[config.mk]
export PLATFORM = sky130hd
export DESIGN_NAME = mem_port_responder
export DESIGN_NICKNAME = d
export VERILOG_FILES = /design/src/rtl/mem_port_responder.sv
export SDC_FILE = /design/constraint.sdc
export NUM_CORES = 1
export LEC_CHECK = 0
export ABC_AREA = 1
export CAP_MARGIN = 20
export CORE_MARGIN = 2
export CORE_UTILIZATION = 60
export CTS_BUF_LIST = sky130_fd_sc_hd__clkbuf_4 sky130_fd_sc_hd__clkbuf_8
export CTS_CLUSTER_DIAMETER = 30
export DETAILED_ROUTE_END_ITERATION = 12
export GPL_TIMING_DRIVEN = 1
export PLACE_DENSITY = 0.78
export SKIP_CTS_REPAIR_TIMING = 1
export SLEW_MARGIN = 20
export SYNTH_ARGS = -nofsm -noshare
export SYNTH_HDL_FRONTEND = slang
export SYNTH_SLANG_ARGS = --single-unit
[constraint.sdc]
create_clock -name clk -period 2.1 [get_ports clk]
set_input_delay 0.21 -clock clk [delete_from_list [all_inputs] [get_ports clk]]
set_output_delay 0.21 -clock clk [all_outputs]
set_load 0.01 [all_outputs]
[src/rtl/mem_port_responder.sv]
// mem_port_responder: memory-side responder for the CPU control FSM.
// Performs ROM reads, RAM reads and RAM writes requested by the controller's
// enable/strobe lines, with the address muxed between PC and IR operand.
// Optional feature macro: MEM_ACCESS_COUNT_EN (per-class access counters).
//
// Ports:
//   clk, rst                     clock, async active-high reset
//   rom_ena, rom_read            ROM select / read strobe
//   ram_ena, ram_read, ram_write RAM select / read / write strobes
//   ad_sel                       0 = pc_addr, 1 = ir_addr
//   pc_addr, ir_addr             candidate addresses
//   wdata                        RAM write data
//   rom_load_en/addr/data        ROM preload write port
//   rdata, rdata_valid           registered read data and one-cycle valid
//   bus_err                      sticky illegal-strobe flag
//   acc_state                    registered access class of the last cycle
//   rom_rd_cnt, ram_rd_cnt, ram_wr_cnt  (MEM_ACCESS_COUNT_EN only)
module mem_port_responder #(
  parameter int unsigned AW = 5,
  parameter int unsigned DW = 8
) (
  input  logic          clk,
  input  logic          rst,
  input  logic          rom_ena,
  input  logic          rom_read,
  input  logic          ram_ena,
  input  logic          ram_read,
  input  logic          ram_write,
  input  logic          ad_sel,
  input  logic [AW-1:0] pc_addr,
  input  logic [AW-1:0] ir_addr,
  input  logic [DW-1:0] wdata,
  input  logic          rom_load_en,
  input  logic [AW-1:0] rom_load_addr,
  input  logic [DW-1:0] rom_load_data,
  output logic [DW-1:0] rdata,
  output logic          rdata_valid,
  output logic          bus_err,
  output logic [1:0]    acc_state
`ifdef MEM_ACCESS_COUNT_EN
  ,
  output logic [15:0]   rom_rd_cnt,
  output logic [15:0]   ram_rd_cnt,
  output logic [15:0]   ram_wr_cnt
`endif
);

  localparam int unsigned DEPTH = 1 << AW;
  localparam int unsigned CW    = 16;

  typedef enum logic [1:0] {
    ST_IDLE   = 2'b00,
    ST_ROM_RD = 2'b01,
    ST_RAM_RD = 2'b10,
    ST_RAM_WR = 2'b11
  } acc_e;

  logic [DW-1:0] rom_mem [DEPTH];
  logic [DW-1:0] ram_mem [DEPTH];

  acc_e          state_q, state_d;
  logic [DW-1:0] rdata_q, rdata_d;
  logic          rdata_valid_q, rdata_valid_d;
  logic          bus_err_q, bus_err_d;
  logic [AW-1:0] prev_addr_q;

  logic [AW-1:0] addr_c;
  logic          illegal_c;
  logic          new_access_c;
  logic          ram_we_c;

  assign addr_c = ad_sel ? ir_addr : pc_addr;

  // Strobe pattern checks; any hit voids the cycle.
  assign illegal_c = (rom_ena & ram_ena)
                   | (ram_read & ram_write)
                   | (rom_read & ~rom_ena)
                   | ((ram_read | ram_write) & ~ram_ena)
                   | (rom_read & (ram_read | ram_write));

  // Classification, read data selection and error flag.
  always_comb begin
    state_d       = ST_IDLE;
    rdata_d       = rdata_q;
    rdata_valid_d = 1'b0;
    bus_err_d     = bus_err_q | illegal_c;
    if (!illegal_c) begin
      if (rom_read) begin
        state_d       = ST_ROM_RD;
        rdata_d       = rom_mem[addr_c];
        rdata_valid_d = 1'b1;
      end else if (ram_read) begin
        state_d       = ST_RAM_RD;
        rdata_d       = ram_mem[addr_c];
        rdata_valid_d = 1'b1;
      end else if (ram_write) begin
        state_d       = ST_RAM_WR;
      end
    end
  end

  assign new_access_c = (state_d != state_q) || (addr_c != prev_addr_q);

  // A write in flight is dropped if reset is high at the edge.
  assign ram_we_c = (state_d == ST_RAM_WR) && !rst;

  always_ff @(posedge clk or posedge rst) begin
    if (rst) begin
      state_q       <= ST_IDLE;
      rdata_q       <= '0;
      rdata_valid_q <= 1'b0;
      bus_err_q     <= 1'b0;
      prev_addr_q   <= '0;
    end else begin
      state_q       <= state_d;
      rdata_q       <= rdata_d;
      rdata_valid_q <= rdata_valid_d;
      bus_err_q     <= bus_err_d;
      prev_addr_q   <= addr_c;
    end
  end

  // Memory arrays are not reset; the read above sees pre-edge contents.
  always_ff @(posedge clk) begin
    if (ram_we_c) begin
      ram_mem[addr_c] <= wdata;
    end
    if (rom_load_en) begin
      rom_mem[rom_load_addr] <= rom_load_data;
    end
  end

  assign rdata       = rdata_q;
  assign rdata_valid = rdata_valid_q;
  assign bus_err     = bus_err_q;
  assign acc_state   = state_q;

`ifdef MEM_ACCESS_COUNT_EN
  logic [CW-1:0] rom_rd_cnt_q, rom_rd_cnt_d;
  logic [CW-1:0] ram_rd_cnt_q, ram_rd_cnt_d;
  logic [CW-1:0] ram_wr_cnt_q, ram_wr_cnt_d;

  // Count only the first cycle of each access; saturate at all-ones.
  always_comb begin
    rom_rd_cnt_d = rom_rd_cnt_q;
    ram_rd_cnt_d = ram_rd_cnt_q;
    ram_wr_cnt_d = ram_wr_cnt_q;
    if (new_access_c) begin
      if (state_d == ST_ROM_RD && rom_rd_cnt_q != '1) rom_rd_cnt_d = rom_rd_cnt_q + CW'(1);
      if (state_d == ST_RAM_RD && ram_rd_cnt_q != '1) ram_rd_cnt_d = ram_rd_cnt_q + CW'(1);
      if (state_d == ST_RAM_WR && ram_wr_cnt_q != '1) ram_wr_cnt_d = ram_wr_cnt_q + CW'(1);
    end
  end

  always_ff @(posedge clk or posedge rst) begin
    if (rst) begin
      rom_rd_cnt_q <= '0;
      ram_rd_cnt_q <= '0;
      ram_wr_cnt_q <= '0;
    end else begin
      rom_rd_cnt_q <= rom_rd_cnt_d;
      ram_rd_cnt_q <= ram_rd_cnt_d;
      ram_wr_cnt_q <= ram_wr_cnt_d;
    end
  end

  assign rom_rd_cnt = rom_rd_cnt_q;
  assign ram_rd_cnt = ram_rd_cnt_q;
  assign ram_wr_cnt = ram_wr_cnt_q;
`else
  // Access tracking has no consumer without the counters.
  logic unused_new_access;
  assign unused_new_access = new_access_c;
`endif

endmodule

**Word-level counts from Yosys, hierarchy flattened**

Memories as Yosys holds them, arrays and structs flattened.
Cells that the tools add are included.

- Bitwise logic cells: 14
- Eq/ne operators: 1
- Reductions and logical operators: 4
- Mux-type cells: 14

Operators with widths:

| operator | count |
|---|---|
| 8-bit two-way mux | 2 |
| 2-bit two-way mux | 4 |
| 1-bit two-way mux | 7 |
| 1-bit bitwise OR | 6 |
| 1-bit AND | 5 |
| 5-bit two-way mux | 1 |
| 1-bit NOT | 3 |
| 2-bit equality test (second input constant) | 1 |
| 2-bit AND reduction | 1 |
| 2-bit nonzero test | 1 |
| 1-bit logical AND | 1 |
| 1-bit zero test | 1 |

- Word-level logic and storage cells: 39
- Memories: 2
- Memory bits (writable): 512
- Bits in registers: 12
- Input bits: 40
- Output and inout bits: 12

Memories:

| memory | words | width | rd ports | clocked after Yosys merged registers in | write ports | RTL line | RTL |
|---|---|---|---|---|---|---|---|
| ram_mem | 32 | 8 | 1 | 0 | 1 | 59 | `logic [DW-1:0] ram_mem [DEPTH];` |
| rom_mem | 32 | 8 | 1 | 0 | 1 | 58 | `logic [DW-1:0] rom_mem [DEPTH];` |

**Logic depth before layout (Yosys ltp)**

Gate-level depths: netlist of run 1.

- Depth after elaboration: 10
- Mapped depth: 16
- Depth with buffers taken out: 13

**Least setup slack after synthesis of run 1**

No wires, ideal clock.

- Path type: input port to flip-flop
- Start point: input port ad_sel
- End point: memory ram_mem[10][0], enable pin
- Buffers on the path: 3
- Required time: 1729 ps
- Data arrival time: 1681 ps
- Setup time: 371 ps
- Slack: 48 ps
- Cell stages on the path: 8
- Path through: buf_4 inv_6 nand2_1 nand2_2 buf_2 buf_2 nand3_1 nor2_1

- Longest elaborated chain between the ends: 1

Ends and longest elaborated chain:

| element | RTL line | RTL |
|---|---|---|
| from (decl) | 29 | `input logic ad_sel,` |
| 5-bit two-way mux | 72 | `assign addr_c = ad_sel ? ir_addr : pc_addr;` |
| to (decl) | 59 |  |

Every way passes these cells.

**Worst setup path after layout of run 1**

- Start point: input port ad_sel
- End point: register rdata_q[1], in the netlist rdata[1]

- Longest elaborated chain between the ends: 4
- Elaborated cells between the ends (all ways): 5
- Classes of those cells: mux: 3; memory: 2

Ends and longest elaborated chain:

| element | RTL line | RTL |
|---|---|---|
| 5-bit two-way mux * | 72 |  |
| memory 32 x 8 bit | n/a |  |
| 8-bit two-way mux | 92 | `end else if (ram_read) begin` |
| 8-bit two-way mux * | 88 | `if (rom_read) begin` |
| to (signal assigned) | 116 | `rdata_q <= rdata_d;` |
| to (decl) | 62 | `logic [DW-1:0] rdata_q, rdata_d;` |

Every way passes the cells marked *; elsewhere a longest branch is shown, timed or not. The select of a mux whose other input is x is not followed.
A chain may end at the register's enable or synchronous reset.

==> impl_metrics.csv, run 1 <==
group,metric,value,unit
run_status,result_of_the_run,"finished with violations",
run_status,violations,"hold timing",
yosys,synth_top_family_by_area,"simple AND/OR/NAND/NOR gates",
yosys,post_synthesis_compound_gate_area_fraction,1.03,%
global_routing,number_of_antenna_violations_at_the_first_check_in_global_routing,0,
power_and_ir_drop,static-leakage-power,11.3,nW
critical_path,critical_path.startpoint,"ad_sel",
layout,area_growth,21.9,%
placed_design,port_buffers,51,
critical_path,critical-path-max-stage-delay,0.65,ns
die,design.core.area,36500,um2
sta,post-route-min-period,2.01,ns
sta,final_hold_viol_count,7,
yosys,synth-adder-area-share,0,%
die,floorplan.initialDensity,60.7,%
yosys,syn_inst,2119,
clock_network,cts_buffer_depth,3,
clock_network,cts.reportedPaths.clkPinSlew,0.06,ns
placed_design,dp_hpwl,37600,um
route,drcViolationCount,0,
job,max_cap_viols,0,
yosys,ys_seq_elements,524,
sta,worst_slew_pin_slew,0.612,ns
layout,final_layout_size_suffix_gt1_share,16.7,%
sta,clock_tree_skew_after_final_layout,0.0273,ns
yosys,number_of_distinct_library_cells_after_synthesis,27,
sta,rsz0062_at_grt,"false",
die,area_of_the_die,38500,um2
sta,finalCritPeriodShare,95.6,%
critical_path,reg2reg_slack,0.57,ns
global_routing,groute.usage.overall,32.0,%
critical_path,timing.reg2reg.worst_path_depth,10,
critical_path,critical_path.reg2reg.startpoint,"ram_mem[2][3]",
route,drt-vias-per-instance,5.69,
clock_network,tritoncts,"done",
yosys,syn-num-nets,2159,
global_routing,grt_start_max_net_pins,53,
route,drt-pass1-iter-count,7,
critical_path,startpoint_type,"primary input",
global_routing,grt_pass1_wl,92200,um
critical_path,arrival,2.54,ns
critical_path,worst-setup-path-type,"primary input to flop",
power_and_ir_drop,design_power_total,24.9,mW
critical_path,reg2reg_to,"rdata[3]",
sta,report.final.setup_viol,0,
route,via_count,16700,
critical_path,timing.critical_path.max_delay_family,"simple AND/OR/NAND/NOR gates",
clock_network,clkSinkCount,524,
power_and_ir_drop,power_per_cell_area,923,nW/um2
yosys,post_synthesis_cell_area,22200,um2
sta,fin_hold_ws,-0.00646,ns
layout,n_antenna_cell,0,
die,chipWidth,196,um
critical_path,critical_path_buf_inv_count,4,
yosys,avgSynthCellArea,10.5,um2
sta,fmax,498,MHz
clock_network,cts_htree_levels,3,
yosys,ys_seq_area_share,70.7,%
placed_design,gp_routability_congestion,0.929,
critical_path,worst_setup_path_end_kind,"flop",
sta,timing.max_slew.rel_slack,59.2,%
die,dieHeight,196,um
route,detailedRoute.firstIterationViolations,1871,
global_routing,first_global_vias,16800,
layout,nets,2426,
route,ant_nets,0,
yosys,yosys-mux-area-fraction,0,%
clock_network,cts_made_buffers,99,
global_routing,grt_overflow_total,0,
critical_path,worst_path_most_repeated_cell,"sky130_fd_sc_hd__nand2_1",
critical_path,critPathSlowestCell,"sky130_fd_sc_hd__clkdlybuf4s50_1",
sta,fin_max_slew_vios,0,
worst_hold_path,hold_path.class,"primary input to asynchronous set/reset pin",
critical_path,required_time_of_the_critical_path,2.64,ns
yosys,synthSimpleGateAreaFrac,25.6,%
clock_network,worst_skew_pair.late_latency,0.66,ns
layout,final_core_util,74.0,%
critical_path,path_cells,"clkdlybuf4s50_1 > inv_6 > nand2_4 > nand2_8 > buf_12 > buf_12 > nand2_1 > nand2_1 > nand2_1 > nand2_1 > nand2_1 > nand2_1 > nor2_1 > nand3_1 > nand3_1 > nand2_1",
die,io-pin-count,52,
yosys,synthesis.yosys.warnings,0,
route,wire_per_inst,20.4,um
layout,final_area,27000,um2
die,placement_rows,70,
critical_path,worstPathMaxFanout,40,
route,drt-total-wl,60000,um
clock_network,cts_root_buffer,"sky130_fd_sc_hd__clkbuf_8",
power_and_ir_drop,max_vdd_drop,0.609,mV
placed_design,placed_area,24800,um2
yosys,synth_xor_area_share,0,%
==> how the worst max path moves through the flow <==
| stage | endpoint | slack (ns) | depth (start not counted) |
|---|---|---|---|
| detailed placement | rdata[4] | -0.63 | 13 |
| floorplan | ram_mem[10][0] | 0.05 | 8 |
| global placement | rdata[4] | -0.60 | 13 |
| finish | rdata[1] | 0.09 | 16 |
| CTS | rdata[4] | 0.05 | 13 |
| global route | rdata[3] | 0.02 | 13 |
==> placed cells by master (no fill, tap or decap) <==
cell                              netlist  layout
sky130_fd_sc_hd__nor2_1               103     103
sky130_fd_sc_hd__nand2_2                3       1
sky130_fd_sc_hd__o21ai_4                1       1
sky130_fd_sc_hd__a21oi_1               32      31
sky130_fd_sc_hd__nand2_4                4       5
sky130_fd_sc_hd__clkinv_1               2      20
sky130_fd_sc_hd__nor2_4                 1       1
sky130_fd_sc_hd__nand2_1             1164    1164
sky130_fd_sc_hd__nor4_2                 1       1
sky130_fd_sc_hd__inv_1                 14      14
sky130_fd_sc_hd__buf_12                 0      31
sky130_fd_sc_hd__clkbuf_4               0      20
sky130_fd_sc_hd__or2_2                  1       1
sky130_fd_sc_hd__a211oi_1               1       1
sky130_fd_sc_hd__dfrtp_1               12      12
sky130_fd_sc_hd__nand3_2                5       5
sky130_fd_sc_hd__clkinv_2               0      15
sky130_fd_sc_hd__nor2_2                 1       1
sky130_fd_sc_hd__clkdlybuf4s50_1        0      51
sky130_fd_sc_hd__clkbuf_8               0     103
sky130_fd_sc_hd__clkinv_4               0       5
sky130_fd_sc_hd__a21oi_2                0       1
sky130_fd_sc_hd__buf_4                 14     181
sky130_fd_sc_hd__nor3_4                 1       1
sky130_fd_sc_hd__bufinv_16              0      13
sky130_fd_sc_hd__nand3b_1               1       1
sky130_fd_sc_hd__inv_6                  1       3
sky130_fd_sc_hd__clkinvlp_4             0      10
sky130_fd_sc_hd__inv_2                  7       6
sky130_fd_sc_hd__edfxtp_1             512     512
sky130_fd_sc_hd__nor3_2                 1       1
sky130_fd_sc_hd__o21ai_2                5       5
sky130_fd_sc_hd__nand2_8                0       1
sky130_fd_sc_hd__nand3_1              149     149
==> metal layers <==
| metal | routed length [um] | track usage (%) | share of wire (%) |
|---|---|---|---|
| met5 | 0 | 0 | 0 |
| met4 | 3660 | 20.1 | 6.1 |
| met3 | 5580 | 5.43 | 9.3 |
| met2 | 29300 | 53.3 | 49 |
| met1 | 21500 | 39.2 | 36 |
==> area by class of cell <==
cell class	count	area [um2]
flip-flops and latches	524	15700
fillers	2304	9510
multi-input cells	1474	5940
repair buffers	263	2490
clock buffers	123	1570
clock inverters	62	664
well taps	468	586
inverters	24	96.3
==> registers in the layout, summed over array words and instances (netlist names) <==
signal       count
acc_state        2
bus_err          1
ram_mem        256
rdata            8
rdata_valid      1
rom_mem        256
==> report_power, final <==
group	switching [mW]	internal, mW
Combinational	1.48	0.803
Clock	4.40	6.58
Sequential	0.0642	11.6
Total	5.94	19.0
==> synth_stat cells <==
cell type                  instances  share of area, %
sky130_fd_sc_hd__nor4_2            1             0.056
sky130_fd_sc_hd__buf_4            14              0.47
sky130_fd_sc_hd__inv_2             7              0.12
sky130_fd_sc_hd__inv_1            14              0.24
sky130_fd_sc_hd__a21oi_1          32              0.72
sky130_fd_sc_hd__nor2_4            1             0.051
sky130_fd_sc_hd__or2_2             1             0.028
sky130_fd_sc_hd__nor2_1          103               1.7
sky130_fd_sc_hd__a211oi_1          1             0.034
sky130_fd_sc_hd__nand3_2           5              0.23
sky130_fd_sc_hd__edfxtp_1        512                69
sky130_fd_sc_hd__dfrtp_1          12               1.4
sky130_fd_sc_hd__o21ai_2           5              0.20
sky130_fd_sc_hd__clkinv_1          2             0.034
sky130_fd_sc_hd__nor3_4            1             0.073
sky130_fd_sc_hd__nor3_2            1             0.045
sky130_fd_sc_hd__nand2_4           4              0.20
sky130_fd_sc_hd__nand3b_1          1             0.034
sky130_fd_sc_hd__nor2_2            1             0.028
sky130_fd_sc_hd__buf_1             1             0.017
sky130_fd_sc_hd__buf_2            53               1.2
sky130_fd_sc_hd__inv_6             1             0.040
sky130_fd_sc_hd__nand2_1        1164                20
sky130_fd_sc_hd__clkbuf_1         29              0.49
sky130_fd_sc_hd__o21ai_4           1             0.073
sky130_fd_sc_hd__nand3_1         149               3.4
sky130_fd_sc_hd__nand2_2           3             0.085
==> per-stage QoR <==
step / setup TNS [ns] / worst slack (ns) / hold WS [ns] / std cells
4_1_cts: 0 / 0.0468 / -0.00875 / 2938
5_1_grt: 0 / 0.0241 / 0.0271 / 2938
6_report: 0 / 0.0915 / -0.00646 / 2938
2_1_floorplan: 0 / 0.0481 / 0.0747 / 2119
3_3_place_gp: -83.37 / -0.605 / 0.455 / 2753
3_5_place_dp: -102.10 / -0.629 / 0.477 / 2753
==> cell families (layout without fill, tap and decap cells) <==
group / after synthesis / in the layout
simple gates: 1435 / 1435
flops: 524 / 524
buf+inv: 121 / 472
compound gates: 39 / 39
Note: power is estimated with default switching activity, not from simulation.
==> run 2: changes to the inputs <==
--- a/config.mk
+++ b/config.mk
@@ -7,7 +7,7 @@
 export LEC_CHECK = 0
 export ABC_AREA = 1
 export CAP_MARGIN = 20
-export CORE_MARGIN = 2
+export CORE_MARGIN = 4
 export CORE_UTILIZATION = 60
 export CTS_BUF_LIST = sky130_fd_sc_hd__clkbuf_4 sky130_fd_sc_hd__clkbuf_8
 export CTS_CLUSTER_DIAMETER = 30
==> run 2 against run 1 <==
Compared with the run above: the run still ends with hold timing left; non-clock buffer count shrank 6; sequential share of layout area rose by 0.73 points; global-route usage is 2.3 points lower; clock power fell by 8%; utilization decreased by 0.92 points; wire length rose by 0.50%; setup slack gained 0.069 ns; sequential cell count stayed put; final area fell by 1.2%; largest cell class unchanged.
==> impl_metrics.csv, run 2 (same netlist as run 1, synthesis figures left out) <==
group,metric,value,unit
layout,most_common_library_cell_in_the_layout_ignoring_fill_and_taps,"sky130_fd_sc_hd__nand2_1",
clock_network,tritoncts,"done",
die,dieHeight,200,um
global_routing,grt.met1_usage,36.0,%
die,floorplan.initialDensity,60.7,%
route,drt-pass1-iter-count,8,
route,detailedRoute.firstIterationViolations,1849,
route,drt-total-wl,60300,um
route,via_count,16500,
sta,fmax,516,MHz
global_routing,busiest_layer,"met2",
sta,setup_ws,0.160,ns
layout,nets,2418,
layout,layout.cells.most_common_list,"1164 x sky130_fd_sc_hd__nand2_1, 512 x sky130_fd_sc_hd__edfxtp_1, 182 x sky130_fd_sc_hd__buf_4, 149 x sky130_fd_sc_hd__nand3_1, 103 x sky130_fd_sc_hd__nor2_1",
placed_design,dp_cells,2747,
sta,post-route-min-period,1.94,ns
layout,area_growth,20.4,%
sta,clock_tree_skew_after_final_layout,0.0221,ns
critical_path,arrival,1.73,ns
sta,setup-tns-final,0,ns
clock_network,cts_made_buffers,97,
critical_path,required_time_of_the_critical_path,1.89,ns
critical_path,worst-setup-path-type,"flop to output pin",
global_routing,first_global_vias,16400,
global_routing,grt_pass1_wl,91800,um
sta,report.final.setup_viol,0,
global_routing,met3_usage,5.99,%
global_routing,number_of_antenna_violations_at_the_first_check_in_global_routing,0,
global_routing,grt_start_max_net_pins,65,
critical_path,startpoint_type,"flop",
die,chipWidth,200,um
placed_design,pre_cts_slack,-0.384,ns
clock_network,clkSinkCount,524,
sta,worst_slew_pin_slew,0.575,ns
critical_path,worstPathMaxFanout,2,
critical_path,worst_setup_path_end_kind,"output pin",
clock_network,cts.reportedPaths.clkPinSlew,0.06,ns
placed_design,dp_hpwl,37900,um
run_status,result_of_the_run,"finished with violations",
layout,n_antenna_cell,0,
clock_network,cts_htree_levels,3,
global_routing,groute.usage.overall,29.6,%
worst_hold_path,hold_path.class,"primary input to asynchronous set/reset pin",
route,drcViolationCount,0,
sta,fin_max_slew_vios,0,
power_and_ir_drop,static-leakage-power,11.1,nW
die,placement_rows,70,
die,io-pin-count,52,
critical_path,timing.critical_path.max_delay_family,"buffers and inverters",
critical_path,critical_path_buf_inv_count,1,
global_routing,grt_overflow_total,0,
route,wire_per_inst,20.6,um
layout,final_layout_size_suffix_gt1_share,16.3,%
sta,timing.max_slew.rel_slack,61.7,%
route,drt-vias-per-instance,5.65,
power_and_ir_drop,max_vdd_drop,0.666,mV
sta,fin_hold_ws,-0.00752,ns
sta,rsz0062_at_grt,"false",
clock_network,worst_skew_pair.late_latency,0.66,ns
sta,final_hold_viol_count,6,
die,area_of_the_die,40100,um2
power_and_ir_drop,power_per_cell_area,900,nW/um2
sta,finalCritPeriodShare,92.4,%
power_and_ir_drop,design_power_total,24.0,mW
placed_design,port_buffers,51,
run_status,violations,"hold timing",
critical_path,critPathSlowestCell,"sky130_fd_sc_hd__clkdlybuf4s50_1",
critical_path,path_cells,"clkdlybuf4s50_1",
clock_network,cts_buffer_depth,3,
layout,finalNonFillerCells,2926,
route,ant_nets,0,
die,design.core.area,36500,um2
job,max_cap_viols,0,
global_routing,met2_usage,51.6,%
critical_path,critical-path-max-stage-delay,0.59,ns
clock_network,cts_root_buffer,"sky130_fd_sc_hd__clkbuf_8",
placed_design,gp_routability_congestion,0.937,
## run 2: cell count changes in the layout (fill, tap and decap cells not counted), moves of 4 or more
cell                        change
sky130_fd_sc_hd__buf_12         -7
sky130_fd_sc_hd__bufinv_16      -5
sky130_fd_sc_hd__clkbuf_4       +5
sky130_fd_sc_hd__clkbuf_8       -4
sky130_fd_sc_hd__clkinv_2       +5
sky130_fd_sc_hd__clkinv_4       -5
## run 2: area by class of cell
cell class / count / area (um2)
inverter: 24 / 96.3
clock buffer: 124 / 1550
sequential: 524 / 15700
timing repair buffer: 257 / 2360
tap: 468 / 586
multi-input combinational: 1474 / 5930
clock inverter: 55 / 483
fill: 2447 / 9840
## run 2: metal layers
metal,wire length [um],vias to the layer above
met4,2790,0
met5,0,-
li1,-,7567
met2,30800,925
met1,21600,7810
met3,5200,216
## run 2: path summary, 6_finish.rpt
kind / start / end / slack, ns / cells after the start
hold / removal: rst / rdata[0] / -0.008 / 2
max in group asynchronous: rst / rdata[2] / 1.72 / 2
setup reg to reg: rom_mem[5][6] / rdata[6] / 0.69 / 10
hold reg to reg: bus_err / bus_err / 0.47 / 1
min in group clk: ram_read / rdata_valid / 0.35 / 4
setup / recovery: rdata[6] / rdata[6] / 0.16 / 1
## run 2: metrics by stage
step	cell area (um2)	utilization [%]
after floorplan	22200	-
after global placement	24600	67.5
after detailed placement	24600	67.5
after CTS	26700	73.0
after global routing	26700	73.0
final	26700	73.0
## run 2: worst reg2reg max path, stage by stage, from the launching register on
cell and delay (ns):
sky130_fd_sc_hd__edfxtp_1 0.37, sky130_fd_sc_hd__nand2_1 0.09, sky130_fd_sc_hd__nand2_1 0.05, sky130_fd_sc_hd__nand2_1 0.08, sky130_fd_sc_hd__nand2_1 0.10, sky130_fd_sc_hd__nand2_1 0.11, sky130_fd_sc_hd__nand2_1 0.06, sky130_fd_sc_hd__nor2_1 0.13
sky130_fd_sc_hd__nand3_1 0.16, sky130_fd_sc_hd__nand3_1 0.11, sky130_fd_sc_hd__nand2_1 0.05
## run 2: where the power goes
part	total (mW)	internal (mW)	switching (mW)
Clock	10.1	5.85	4.24
Combinational	2.24	0.772	1.47
Sequential	11.7	11.6	0.0880
==> edit, RTL diff (flow settings as in run 1) <==
Take the reset off `rdata_q` and `prev_addr_q` and load them in a clocked block of their own.
--- a/src/rtl/mem_port_responder.sv
+++ b/src/rtl/mem_port_responder.sv
@@ -107,17 +107,18 @@
   always_ff @(posedge clk or posedge rst) begin
     if (rst) begin
       state_q       <= ST_IDLE;
-      rdata_q       <= '0;
       rdata_valid_q <= 1'b0;
       bus_err_q     <= 1'b0;
-      prev_addr_q   <= '0;
     end else begin
       state_q       <= state_d;
-      rdata_q       <= rdata_d;
       rdata_valid_q <= rdata_valid_d;
       bus_err_q     <= bus_err_d;
-      prev_addr_q   <= addr_c;
     end
+  end
+
+  always_ff @(posedge clk) begin
+    rdata_q     <= rdata_d;
+    prev_addr_q <= addr_c;
   end
 
   // Memory arrays are not reset; the read above sees pre-edge contents.
Formal check against the unedited RTL: differs if rst is asserted again (counterexample within 4 cycles, from zero or initial values and one cycle with rst high); with rst held inactive, the same outputs for 4 cycles.
==> edit against run 1 <==
Routed wire length decreased by 1.9%. Area after synthesis rose by 0.49%. Hold slack improved by 0.31 ns. Sequential cell count unchanged. Design area decreased by 0.65%. Worst setup slack improved by 0.035 ns. Via count shrank 1.5%. Power is 1.1% higher. Clock skew is 0.026 ns higher. Critical path type unchanged.
==> edit: results (changes against run 1) <==
[outcome]
status=finished, final reports clean

[finish]
inverters=32  ; +33%
nClkBuffers=117  ; -4.9%
layout-drive-gt1-share_pct=15.7  ; -0.99 points
multi_input_cells=1459  ; -1.0%
fill_cells=2339  ; +1.5%
fin_util_pct=73.3  ; -0.66 points
multi_input_area_um2=5890  ; -0.70%
sh_seq_area_pct=58.6  ; +0.53 points

[place]
placed_area_um2=24500  ; -1.1%
dp.cells=2719  ; -1.2%
place_ws_ns=-0.643  ; -0.0136 ns
dpl.hpwl_mm=36.1  ; -4.0%

[drt]
drt_first_pass_iters=5  ; -2
met2_length_mm=28.7  ; -2.0%
route.met3.wl_mm=5.86  ; +5.0%
num_vias=16500  ; -1.5%
wl_met1_mm=21.6  ; +0.37%
drt_iter0_drc=1776  ; -5.1%

[global_route]
grt_usage_pct=31.1  ; -0.82 points
met1_usage_pct=38.5  ; -0.77 points
grt_pass1_wl_mm=90.5  ; -1.9%
grt_max_degree=58  ; +9.4%

[synthesis]
ys_seq_area_share_pct=70.6  ; -0.16 points
synth_edf_count=520  ; +1.6%
syn-num-nets=2158  ; -0.046%
async_flop_share_pct=0.763  ; -1.5 points
synth_compound_area_share_pct=0.972  ; -0.056 points
synth_area_leaders=edfxtp_1, nand2_1, nand3_1
synth_common_cells=nand2_1, edfxtp_1, nand3_1, nor2_1, buf_2

[cts]
numCtsBuffers=100  ; +1.0%
clkLatencyLatePin_ns=0.68  ; +0.02 ns

[power]
switching_share_pct=23.8  ; -0.086 points
vdd_drop_max_mv=0.850  ; +40%

[sta]
skew_ns=0.0536  ; +0.0263 ns

[critical_path]
cp_top_family=buffers and inverters

-- edit: cell count changes after synthesis, moves of 10 or more --
cell / before / now
nand2_1: 1164 / 1115
inv_1: 14 / 24
nand3_1: 149 / 182
buf_2: 53 / 68
clkbuf_1: 29 / 18
-- edit: power groups by stage --
stage	sequential [mW]	combinational [mW]	clock, mW
2_1_floorplan	11.8	1.09	0
3_3_place_gp	11.8	2.02	0
3_5_place_dp	11.8	2.07	0
4_1_cts	11.6	2.10	11.5
5_1_grt	11.6	2.31	12.0
6_report	11.6	2.13	11.4
-- edit: path summary, 6_finish.rpt --
check	from	end	slack [ns]	cells past startpoint
max in group asynchronous	rst	acc_state[0]	1.64	3
min in group asynchronous	rst	rdata_valid	0.32	3
worst min-delay path	ram_ena	acc_state[0]	0.30	5
worst max register to register	ram_mem[24][3]	rdata[3]	0.43	10
worst max-delay path	pc_addr[0]	rdata[4]	0.13	16
worst min register to register	bus_err	bus_err	0.48	1
